## src/rtl/cf_pkg.sv

```systemverilog
// Shared control-flow definitions for the PC unit and the branch resolver.
// Opcode and funct3 encodings plus the resolver FSM state type.
package cf_pkg;

  localparam logic [6:0] OP_JAL    = 7'b1101111;
  localparam logic [6:0] OP_JALR   = 7'b1100111;
  localparam logic [6:0] OP_BRANCH = 7'b1100011;

  localparam logic [2:0] F3_BEQ  = 3'b000;
  localparam logic [2:0] F3_BNE  = 3'b001;
  localparam logic [2:0] F3_BLT  = 3'b100;
  localparam logic [2:0] F3_BGE  = 3'b101;
  localparam logic [2:0] F3_BLTU = 3'b110;
  localparam logic [2:0] F3_BGEU = 3'b111;

  typedef enum logic {
    IDLE    = 1'b0,
    RESOLVE = 1'b1
  } br_state_t;

  function automatic logic is_cf(input logic [6:0] op);
    return (op == OP_JAL) || (op == OP_JALR) || (op == OP_BRANCH);
  endfunction

endpackage

```

## src/rtl/branch_cmp.sv

```systemverilog
// Conditional-branch comparator: decides the taken flag from funct3 and
// the two register operands. Reserved funct3 encodings never take.
import cf_pkg::*;

module branch_cmp (
  input  logic [2:0]  funct3,
  input  logic [31:0] rs1,
  input  logic [31:0] rs2,
  output logic        taken
);

  logic eq_s;
  logic lt_s;
  logic ltu_s;

  assign eq_s  = (rs1 == rs2);
  assign lt_s  = ($signed(rs1) < $signed(rs2));
  assign ltu_s = (rs1 < rs2);

  // funct3 decode onto the three base comparisons
  always_comb begin
    taken = 1'b0;
    case (funct3)
      F3_BEQ:  taken = eq_s;
      F3_BNE:  taken = ~eq_s;
      F3_BLT:  taken = lt_s;
      F3_BGE:  taken = ~lt_s;
      F3_BLTU: taken = ltu_s;
      F3_BGEU: taken = ~ltu_s;
      default: taken = 1'b0;
    endcase
  end

endmodule

```

## src/rtl/branch_resolve.sv

```systemverilog
// Responder side of the PC control-flow handshake: captures a JAL/JALR/branch
// while the PC holds, then presents taken flag, PC offset and link write.
import cf_pkg::*;

module branch_resolve (
  input  logic        CLK,
  input  logic        RESET,
  input  logic [31:0] INSTR,
  input  logic [31:0] IP,
  input  logic [31:0] PC_def,
  input  logic [31:0] RS1_DATA,
  input  logic [31:0] RS2_DATA,
  output logic [6:0]  OP,
  output logic [31:0] up_amt,
  output logic        b_taken,
  output logic        link_we,
  output logic [4:0]  link_rd,
  output logic [31:0] link_data,
  output logic        busy
);

  br_state_t   state_q, state_d;
  logic        busy_q, busy_d;
  logic [6:0]  op_q, op_d;
  logic [24:0] ins_q, ins_d;
  logic [31:0] ip_q, ip_d;
  logic [31:0] pcdef_q, pcdef_d;
  logic [31:0] rs1_q, rs1_d;
  logic [31:0] rs2_q, rs2_d;

  logic [31:0] ins_s;
  logic [31:0] j_imm_s;
  logic [31:0] b_imm_s;
  logic [31:0] i_imm_s;
  logic [31:0] jalr_tgt_s;
  logic        cmp_taken_s;

  assign OP = INSTR[6:0];

  // Next-state and capture: operands are latched only on the IDLE trigger
  always_comb begin
    state_d = state_q;
    op_d    = op_q;
    ins_d   = ins_q;
    ip_d    = ip_q;
    pcdef_d = pcdef_q;
    rs1_d   = rs1_q;
    rs2_d   = rs2_q;
    case (state_q)
      IDLE: begin
        if (is_cf(OP)) begin
          state_d = RESOLVE;
          op_d    = OP;
          ins_d   = INSTR[31:7];
          ip_d    = IP;
          pcdef_d = PC_def;
          rs1_d   = RS1_DATA;
          rs2_d   = RS2_DATA;
        end else begin
          state_d = IDLE;
        end
      end
      RESOLVE: state_d = IDLE;
      default: state_d = IDLE;
    endcase
    busy_d = (state_d == RESOLVE);
  end

  // State and capture registers
  always_ff @(posedge CLK) begin
    if (RESET) begin
      state_q <= IDLE;
      busy_q  <= 1'b0;
      op_q    <= 7'd0;
      ins_q   <= 25'd0;
      ip_q    <= 32'd0;
      pcdef_q <= 32'd0;
      rs1_q   <= 32'd0;
      rs2_q   <= 32'd0;
    end else begin
      state_q <= state_d;
      busy_q  <= busy_d;
      op_q    <= op_d;
      ins_q   <= ins_d;
      ip_q    <= ip_d;
      pcdef_q <= pcdef_d;
      rs1_q   <= rs1_d;
      rs2_q   <= rs2_d;
    end
  end

  assign busy = busy_q;

  assign ins_s      = {ins_q, op_q};
  assign j_imm_s    = {{12{ins_s[31]}}, ins_s[19:12], ins_s[20], ins_s[30:21], 1'b0};
  assign b_imm_s    = {{20{ins_s[31]}}, ins_s[7], ins_s[30:25], ins_s[11:8], 1'b0};
  assign i_imm_s    = {{20{ins_s[31]}}, ins_s[31:20]};
  assign jalr_tgt_s = (rs1_q + i_imm_s) & 32'hFFFF_FFFE;

  branch_cmp u_cmp (
    .funct3 (ins_s[14:12]),
    .rs1    (rs1_q),
    .rs2    (rs2_q),
    .taken  (cmp_taken_s)
  );

  // Resolution outputs; a RESET in the RESOLVE cycle cancels the link write
  always_comb begin
    b_taken   = 1'b0;
    up_amt    = 32'd0;
    link_we   = 1'b0;
    link_rd   = 5'd0;
    link_data = 32'd0;
    if (state_q == RESOLVE) begin
      case (op_q)
        OP_JAL: begin
          b_taken   = 1'b1;
          up_amt    = j_imm_s;
          link_rd   = ins_s[11:7];
          link_data = pcdef_q;
          link_we   = (ins_s[11:7] != 5'd0) && !RESET;
        end
        OP_JALR: begin
          b_taken   = 1'b1;
          up_amt    = jalr_tgt_s - ip_q;
          link_rd   = ins_s[11:7];
          link_data = pcdef_q;
          link_we   = (ins_s[11:7] != 5'd0) && !RESET;
        end
        OP_BRANCH: begin
          b_taken = cmp_taken_s;
          up_amt  = b_imm_s;
        end
        default: begin
          b_taken = 1'b0;
        end
      endcase
    end else begin
      b_taken = 1'b0;
    end
  end

endmodule

```

## config.mk

```make
export PLATFORM = sky130hd
export DESIGN_NAME = branch_resolve
export DESIGN_NICKNAME = d
export VERILOG_FILES = /design/src/rtl/cf_pkg.sv /design/src/rtl/branch_cmp.sv /design/src/rtl/branch_resolve.sv
export SDC_FILE = /design/constraint.sdc
export NUM_CORES = 1
export LEC_CHECK = 0
export BUFFER_PORTS_ARGS = -buffer_cell sky130_fd_sc_hd__clkbuf_2
export CAP_MARGIN = 15
export CORE_MARGIN = 2
export CORE_UTILIZATION = 35
export DETAILED_ROUTE_END_ITERATION = 10
export GPL_TIMING_DRIVEN = 0
export PLACE_DENSITY_LB_ADDON = 0.1
export SYNTH_ARGS = -nofsm -noshare
export SYNTH_HDL_FRONTEND = slang
export SYNTH_SLANG_ARGS = --single-unit
```

## constraint.sdc

```tcl
create_clock -name CLK -period 4.8 [get_ports CLK]
set_input_delay 0.48 -clock CLK [delete_from_list [all_inputs] [get_ports CLK]]
set_output_delay 0.48 -clock CLK [all_outputs]
set_load 0.1 [all_outputs]
```

Word-level counts from Yosys, hierarchy flattened. Index checks and enable logic that the tools add are counted.

Register bits after elaboration: 161. Bits of input ports: 162. Output and inout port bits: 79. Word-level logic and storage cells: 48.

Add/subtract/negate cells: 2. $lt $le $gt $ge: 2. Equality and inequality tests: 12. Muxes and demuxes: 13. Bitwise logic cells: 4. Reductions and logical operators: 8.

Operator list (count): 32-bit two-way mux (3); 32-bit case mux with 3 select lines (1); 32-bit < comparator (2); 7-bit == test, second input constant (6); 32-bit adder (1); 32-bit == test (1); 32-bit subtractor (1); 3-bit == test, second input constant (4); 5-bit two-way mux (2); 1-bit case mux with 6 select lines (1); 5-bit nonzero test (1); 1-bit two-way mux (4); 1-bit NOT (4); 1-bit case mux with 2 select lines (2); 3-bit by 1-bit == test with 1-bit output, second input constant (1); 3-bit zero test (1); 1-bit logical OR (2); 2-bit AND reduction (1); 2-bit OR reduction (1); 1-bit logical AND (1); 1-bit zero test (1).

Logic depth before layout (Yosys ltp). Gate-level depths: netlist of run 1.

Word-level depth: 5. Mapped depth: 24.

Hierarchy. A second synthesis of run 1 with hierarchy kept.

Cell total of the unflattened synthesis: 1420. Area, all modules: 10396.2 µm².

Modules (own cells, without submodules): branch_resolve (times used 1, cells an instance 1300, area an instance 9531.6 µm²); branch_cmp (times used 1, cells an instance 120, area an instance 864.6 µm²).

Worst setup path after synthesis of run 1. Ideal clock, no wire load.

Path type: reg2out. Start point: reg ins_q[24]. End point: out up_amt[27]. Arrival: 6158 ps. Data required time: 4320 ps. Slack: -1838 ps. Stages on the path, launching flop included: 20. Path through: dfxtp_1 -> ha_1 -> a21o_1 -> a21o_1 -> a21oi_1 -> o21a_1 -> o21ai_0 -> a41oi_1 -> xnor2_1 -> ha_1 -> a211oi_1 -> nand2_1 -> a2111oi_4 -> o21ai_1 -> and3_1 -> or3_4 -> a21oi_2 -> o21bai_1 -> xnor2_1 -> o21ai_0.

Longest elaborated chain between the ends: 4.

Ends and longest elaborated chain: from (decl) (line branch_resolve.sv:25) `logic [24:0] ins_q, ins_d;`; from (signal assigned) (line branch_resolve.sv:84) `ins_q <= ins_d;`; 32-bit adder (line branch_resolve.sv:98) `assign jalr_tgt_s = (rs1_q + i_imm_s) & 32'hFFFF_FFFE;`; 32-bit subtractor (line branch_resolve.sv:125) `up_amt = jalr_tgt_s - ip_q;`; 32-bit case mux with 3 select lines (*) (line branch_resolve.sv:115) `case (op_q)`; 32-bit two-way mux (*) (line branch_resolve.sv:114) `if (state_q == RESOLVE) begin`; to (decl) (line branch_resolve.sv:14) `output logic [31:0] up_amt,`.

Mark *: on every way between the ends. The rest lies on a longest branch, timed or not.

Worst setup path after layout of run 1.
Start point: reg rs1_q[2]. End point: out up_amt[31].

Longest elaborated chain between the ends: 4.

Ends and longest elaborated chain: from (decl) (line branch_resolve.sv:28) `logic [31:0] rs1_q, rs1_d;`; from (signal assigned) (line branch_resolve.sv:87) `rs1_q <= rs1_d;`; 32-bit adder (line branch_resolve.sv:98); 32-bit subtractor (line branch_resolve.sv:125); 32-bit case mux with 3 select lines (line branch_resolve.sv:115); 32-bit two-way mux (line branch_resolve.sv:114).

No other way between the ends.

==> results of run 1 <==
-- per-stage QoR --
| stage | hold slack [ns] | area (um^2) | setup TNS [ns] | utilization (%) |
|---|---|---|---|---|
| floorplan | 0.432 | 10600 | -0.216 | - |
| global route | 0.244 | 14400 | -11.52 | 48.7 |
| global placement | 0.438 | 12300 | -7.14 | 41.7 |
| finish | 0.239 | 14400 | -7.78 | 48.7 |
| CTS | 0.234 | 14100 | -7.05 | 47.8 |
| detailed placement | 0.443 | 12300 | -7.21 | 41.7 |
-- cells in the mapped netlist, drive strengths merged, types with 21 or more instances --
library cell  instances  share of area, %
xnor2                35               2.9
nor2                 55               2.0
clkbuf               69               2.5
and2                 40               2.4
o21ai                47               2.3
a21o                 31               2.2
dfxtp               161                31
a21oi               217                10
xor2                 21               1.8
nand2               348                13
ha                   92                11
inv                  82               3.0
-- how the worst min path moves through the flow --
stage	to	slack (ns)	depth (start not counted)
after floorplan	pcdef_q[0]	0.43	2
after global placement	pcdef_q[21]	0.44	2
after detailed placement	pcdef_q[10]	0.44	2
after CTS	ip_q[22]	0.23	3
after global routing	ip_q[9]	0.24	3
final	ins_q[8]	0.24	3
-- cell families after synthesis --
logic type | synth area share [%]
compound gates | 22.8
xor+xnor | 4.93
fa+ha+maj | 11.5
buf+inv | 6.29
flops | 31.0
mux | 0.289
simple gates | 23.2
-- cell type report --
| cell class | instances | share of cell area [%] |
|---|---|---|
| clock buffers | 19 | 3.15 |
| flip-flops and latches | 161 | 22.7 |
| clock inverters | 12 | 1.58 |
| plain buffers | 78 | 2.28 |
| inverters | 82 | 2.14 |
| repair buffers | 299 | 14.0 |
| diodes | 3 | 0.0522 |
| well taps | 390 | 3.40 |
| multi-input cells | 1087 | 50.7 |
-- per-layer routing --
metal,vias up,share of wire (%),track usage [%],routed length [um]
met5,-,0.13,0,46
met3,59,7.0,6.27,2540
met4,6,2.9,8.37,1060
li1,5451,-,-,-
met2,314,44,37.6,16200
met1,4903,46,29.7,16600
-- tightest hold or removal path: stages --
cell and delay [ns]:
clkbuf_2 0.08, nand2_1 0.04, a21oi_1 0.05
-- sequential cells by signal, summed over array words and instances, names as in the netlist --
name     flops
op_q         7
rs1_q       32
pcdef_q     32
rs2_q       32
busy         1
ip_q        32
ins_q       25
-- timing repair --
action | CTS | global route
setup endpoints to repair | 19 | 24
buffers inserted | 49 | 15
pin swaps | 74 | 42
resized for setup | 155 | 52
-- where the power goes --
group | internal, mW | switching, mW | leakage [nW]
Combinational | 0.284 | 0.330 | 4.30
Clock | 1.01 | 0.625 | 0.330
Sequential | 1.35 | 0.0115 | 1.31
==> flow_summary.yaml, run 1 <==
timing:
  maxSlewHeadroom_pct: 27.1
  final.period_utilization_pct: 116
  slew_violations: 0
  setup_viol_count_final: 19
  fmax_mhz: 180
  setup_ws_ns: -0.755
  rsz0062_at_grt: "yes"
  skew_ns: 0.00774
  tightest_slew_ns: 1.09
  hold_viol_final: 0
  min_period_ns: 5.55
final_layout:
  final_common_cell: "nand2_1"
  final-seq-area_um2: 3260
  layout.nets: 1982
  layout_common_cells: "nand2_1, clkbuf_2, a21oi_1"
  finalNonFillerCells: 2131
  drive_gt1_share_pct: 27.6
  nFillCells: 2977
  areaGrowthSynthToFinish_pct: 38.2
  multi_input_area_um2: 7280
setup_path:
  cp.buffers_inverters: 1
  r2r_start: "busy"
  r2r_end: "ins_q[11]"
  startpoint_type: "flop"
  setup.worst_path.class: "flop to primary output"
  crit_chain: "ha_4, nor2b_4, o21a_1, o21ai_2, a21oi_2, or3_4, a41oi_4, xnor2_2, ha_4, a211oi_4, nand2_4, a2111oi_4, o21ai_2, and3_1, or3_4, a21oi_4, o31ai_2, xnor3_2, o21ai_4, clkbuf_16"
  worstSetupStartpoint: "rs1_q[2]"
  rrSetupSlack_ns: 1.88
  crit_family: "compound AO/OA/AOI/OAI gates"
  cp_max_fo: 4
  max_stage_delay_ns: 0.39
  required_ns: 4.32
  worst_r2r_path_depth: 6
  cp.arrival_ns: 5.07
  end_kind: "primary output"
  cp-endpoint: "up_amt[31]"
  cp.depth: 20
  slowest_stage: "or3_4"
placed_design:
  dp_hpwl_um: 27800
  dp.cells: 2040
  gp_congestion: 0.880
  dp_slack_ns: -1.03
  numPortBuffers: 239
grt:
  grt_max_degree: 17
  grt_usage_pct: 23.2
  grt_pass1_vias: 10500
  antenna_found_initial: 6
  grt_pass1_wl_um: 55900
  grt_overflow: 0
cts:
  clockRootBuffer: "clkbuf_16"
  holdBufCountCts: 0
  cts_tree: "done"
  clk_pin_slew_ns: 0.07
  cts_sinks: 161
  max-clock-path-buffers: 2
  clk_latency_ns: 0.45
  cts_buffers: 17
  h-tree-depth: 4
logic_synthesis:
  avgSynthCellArea_um2: 7.37
  syn-cell-area_um2: 10400
  synthCells: 1411
  yosysUniqueCellTypes: 69
  ys_seq_area_share_pct: 31.0
  synth_ff_type: "dfxtp_1"
  ys_ff_latch: 161
  synth.net_count: 1667
  synthArstFlopShare_pct: 0
  synth_edf_count: 0
  yosys_warnings: 0
power_and_ir_drop:
  p_total_mw: 3.60
  leakagePower_nw: 5.94
  powerDensity_nw_per_um2: 251
  peakVddDrop_uv: 232
routing:
  avgViaCountPerCell: 5.04
  drc: 0
  vias: 10700
  antenna_left: 0
  firstDrtPassIters: 7
  routed_wl_um: 36400
  wire_per_inst_um: 17.1
  dr.first_iter.drc_count: 634
die:
  fp-row-count: 63
  die_w_um: 176
  io_pins: 241
  initial_utilization_pct: 35.3
  coreArea_um2: 29500
  dieArea_um2: 31100
  floorplan.die.height_um: 176
hold_path:
  hold_class: "input port to flop"
  hold_start: "INSTR[15]"
status:
  status: "finished, violations left"
  violations: "setup timing"
job:
  cap_violations: 0
No activity file was read; power rests on OpenSTA's default activity.
==> run 2: changes to the inputs <==
--- a/config.mk
+++ b/config.mk
@@ -7,9 +7,11 @@
 export LEC_CHECK = 0
 export BUFFER_PORTS_ARGS = -buffer_cell sky130_fd_sc_hd__clkbuf_2
 export CAP_MARGIN = 15
+export CORE_ASPECT_RATIO = 0.6
 export CORE_MARGIN = 2
 export CORE_UTILIZATION = 35
 export DETAILED_ROUTE_END_ITERATION = 10
+export GPL_ROUTABILITY_DRIVEN = 0
 export GPL_TIMING_DRIVEN = 0
 export PLACE_DENSITY_LB_ADDON = 0.1
 export SYNTH_ARGS = -nofsm -noshare
==> flow_summary.yaml, run 2 (synthesis results as in run 1) <==
cts:
  cts_sinks: 161
  cts_tree: "done"
  max-clock-path-buffers: 2
  h-tree-depth: 4
  clk_pin_slew_ns: 0.07
  holdBufCountCts: 0
  clk_latency_ns: 0.46
  clockRootBuffer: "clkbuf_16"
  cts_buffers: 17
timing:
  tightest_slew_ns: 1.15
  setup_viol_count_final: 16
  hold_viol_final: 0
  final.period_utilization_pct: 116
  slew_violations: 0
  maxSlewHeadroom_pct: 23.6
  setup_ws_ns: -0.785
  fmax_mhz: 179
  skew_ns: 0.0101
  min_period_ns: 5.59
  rsz0062_at_grt: "yes"
die:
  floorplan.die.height_um: 138
  initial_utilization_pct: 35.8
  die_w_um: 227
  io_pins: 241
  coreArea_um2: 29000
  fp-row-count: 48
  dieArea_um2: 31200
grt:
  grt_pass1_wl_um: 57000
  grt_overflow: 0
  grt_usage_pct: 24.5
  grt_max_degree: 17
  grt_pass1_vias: 10200
  antenna_found_initial: 0
setup_path:
  setup.worst_path.class: "flop to primary output"
  required_ns: 4.32
  cp_max_fo: 4
  startpoint_type: "flop"
  end_kind: "primary output"
  cp.arrival_ns: 5.11
routing:
  route.met3.wl_um: 2780
  dr.first_iter.drc_count: 960
  wire_per_inst_um: 17.9
  drc: 0
  route.met2.wl_um: 15200
  wl_met1_um: 19800
  firstDrtPassIters: 6
  top_layer: "met4"
  routed_wl_um: 38200
  avgViaCountPerCell: 5.07
  vias: 10800
  antenna_left: 0
status:
  violations: "setup timing"
  status: "finished, violations left"
power_and_ir_drop:
  p_sw_share_pct: 29.0
  p_sw_uw: 965
  leakagePower_nw: 5.88
  internal_power_mw: 2.37
  peakVddDrop_uv: 246
  powerDensity_nw_per_um2: 232
  power_frac_seq_pct: 40.8
  clock_power_share_pct: 40.7
  p_comb_share_pct: 18.6
final_layout:
  final_common_cell: "nand2_1"
  layout.nets: 1972
  layout_common_cells: "nand2_1, clkbuf_2, a21oi_1"
  areaGrowthSynthToFinish_pct: 37.9
  drive_gt1_share_pct: 28.2
  postLayoutCoreUtil_pct: 49.4
  stdcell_area_um2: 14300
  n_antenna_cell: 0
placed_design:
  dp_hpwl_um: 29300
  dpl_cell_area_um2: 12300
  numPortBuffers: 239
hold_path:
  hold_class: "input port to flop"
job:
  cap_violations: 0
==> run 2: cell count changes in the layout (fill, tap and decap cells not counted), sizes merged <==
cell / delta
buf: -11
bufinv: -5
clkbuf: +1
clkinvlp: +4
diode: -3
inv: +2
==> run 2: final timing paths <==
check,end,slack [ns],start,cells past startpoint
worst max register to register,ins_q[4],1.77,busy,6
worst min-delay path,rs1_q[3],0.23,RS1_DATA[3],3
worst min register to register,pcdef_q[3],0.45,pcdef_q[3],2
worst max-delay path,up_amt[31],-0.79,rs1_q[2],21
==> run 2: layout make-up <==
type	instances	area, um^2
buffer	79	339
inverter	82	308
sequential	161	3270
clock inverter	13	126
tap	400	500
clock buffer	19	443
multi-input combinational	1087	7430
fill	2911	14700
timing repair buffer	288	1930
==> run 2: repair_timing <==
item,4_1_cts,5_1_grt
pin swaps,73,61
setup buffers,36,16
endpoints found under the setup margin,21,23
gates resized for setup,125,98
==> run 2: critical path: stages (launching register included) <==
cell and delay [ns]:
dfxtp_4 0.38, ha_4 0.25, nor2b_4 0.12, o21a_1 0.18, o21ai_2 0.20, a21oi_2 0.09, or3_4 0.38, a41oi_4 0.17
buf_4 0.14, xnor2_1 0.21, ha_2 0.40, a211oi_4 0.25, nand2_4 0.09, a2111oi_4 0.24, o21ai_2 0.15, and3_1 0.17
or3_4 0.35, a21oi_4 0.18, o31ai_2 0.08, xnor3_1 0.23, o21ai_4 0.16, clkbuf_16 0.23
==> run 2: power by group through the flow <==
stage / logic, mW / clock network [mW] / registers [mW]
floorplan: 0.331 / 0 / 1.39
global placement: 0.482 / 0 / 1.39
detailed placement: 0.481 / 0 / 1.39
CTS: 0.537 / 1.38 / 1.36
global route: 0.667 / 1.43 / 1.36
finish: 0.619 / 1.35 / 1.36
==> run 2: through the flow <==
step	worst slack, ns	power [mW]	std cells	hold slack [ns]	TNS, ns
2_1_floorplan	-0.158	1.72	1411	0.432	-0.216
3_3_place_gp	-1.00	1.87	2050	0.438	-8.69
3_5_place_dp	-0.983	1.87	2050	0.443	-8.21
4_1_cts	-0.852	3.28	2118	0.215	-7.88
5_1_grt	-0.926	3.45	2129	0.229	-10.75
6_report	-0.785	3.33	2129	0.234	-7.42
==> run 2: layer usage <==
metal / track usage (%) / vias up
met2: 34.6 / 330
li1: - / 5418
met5: 0 / -
met4: 4.64 / 0
met1: 37.2 / 5012
met3: 6.04 / 25
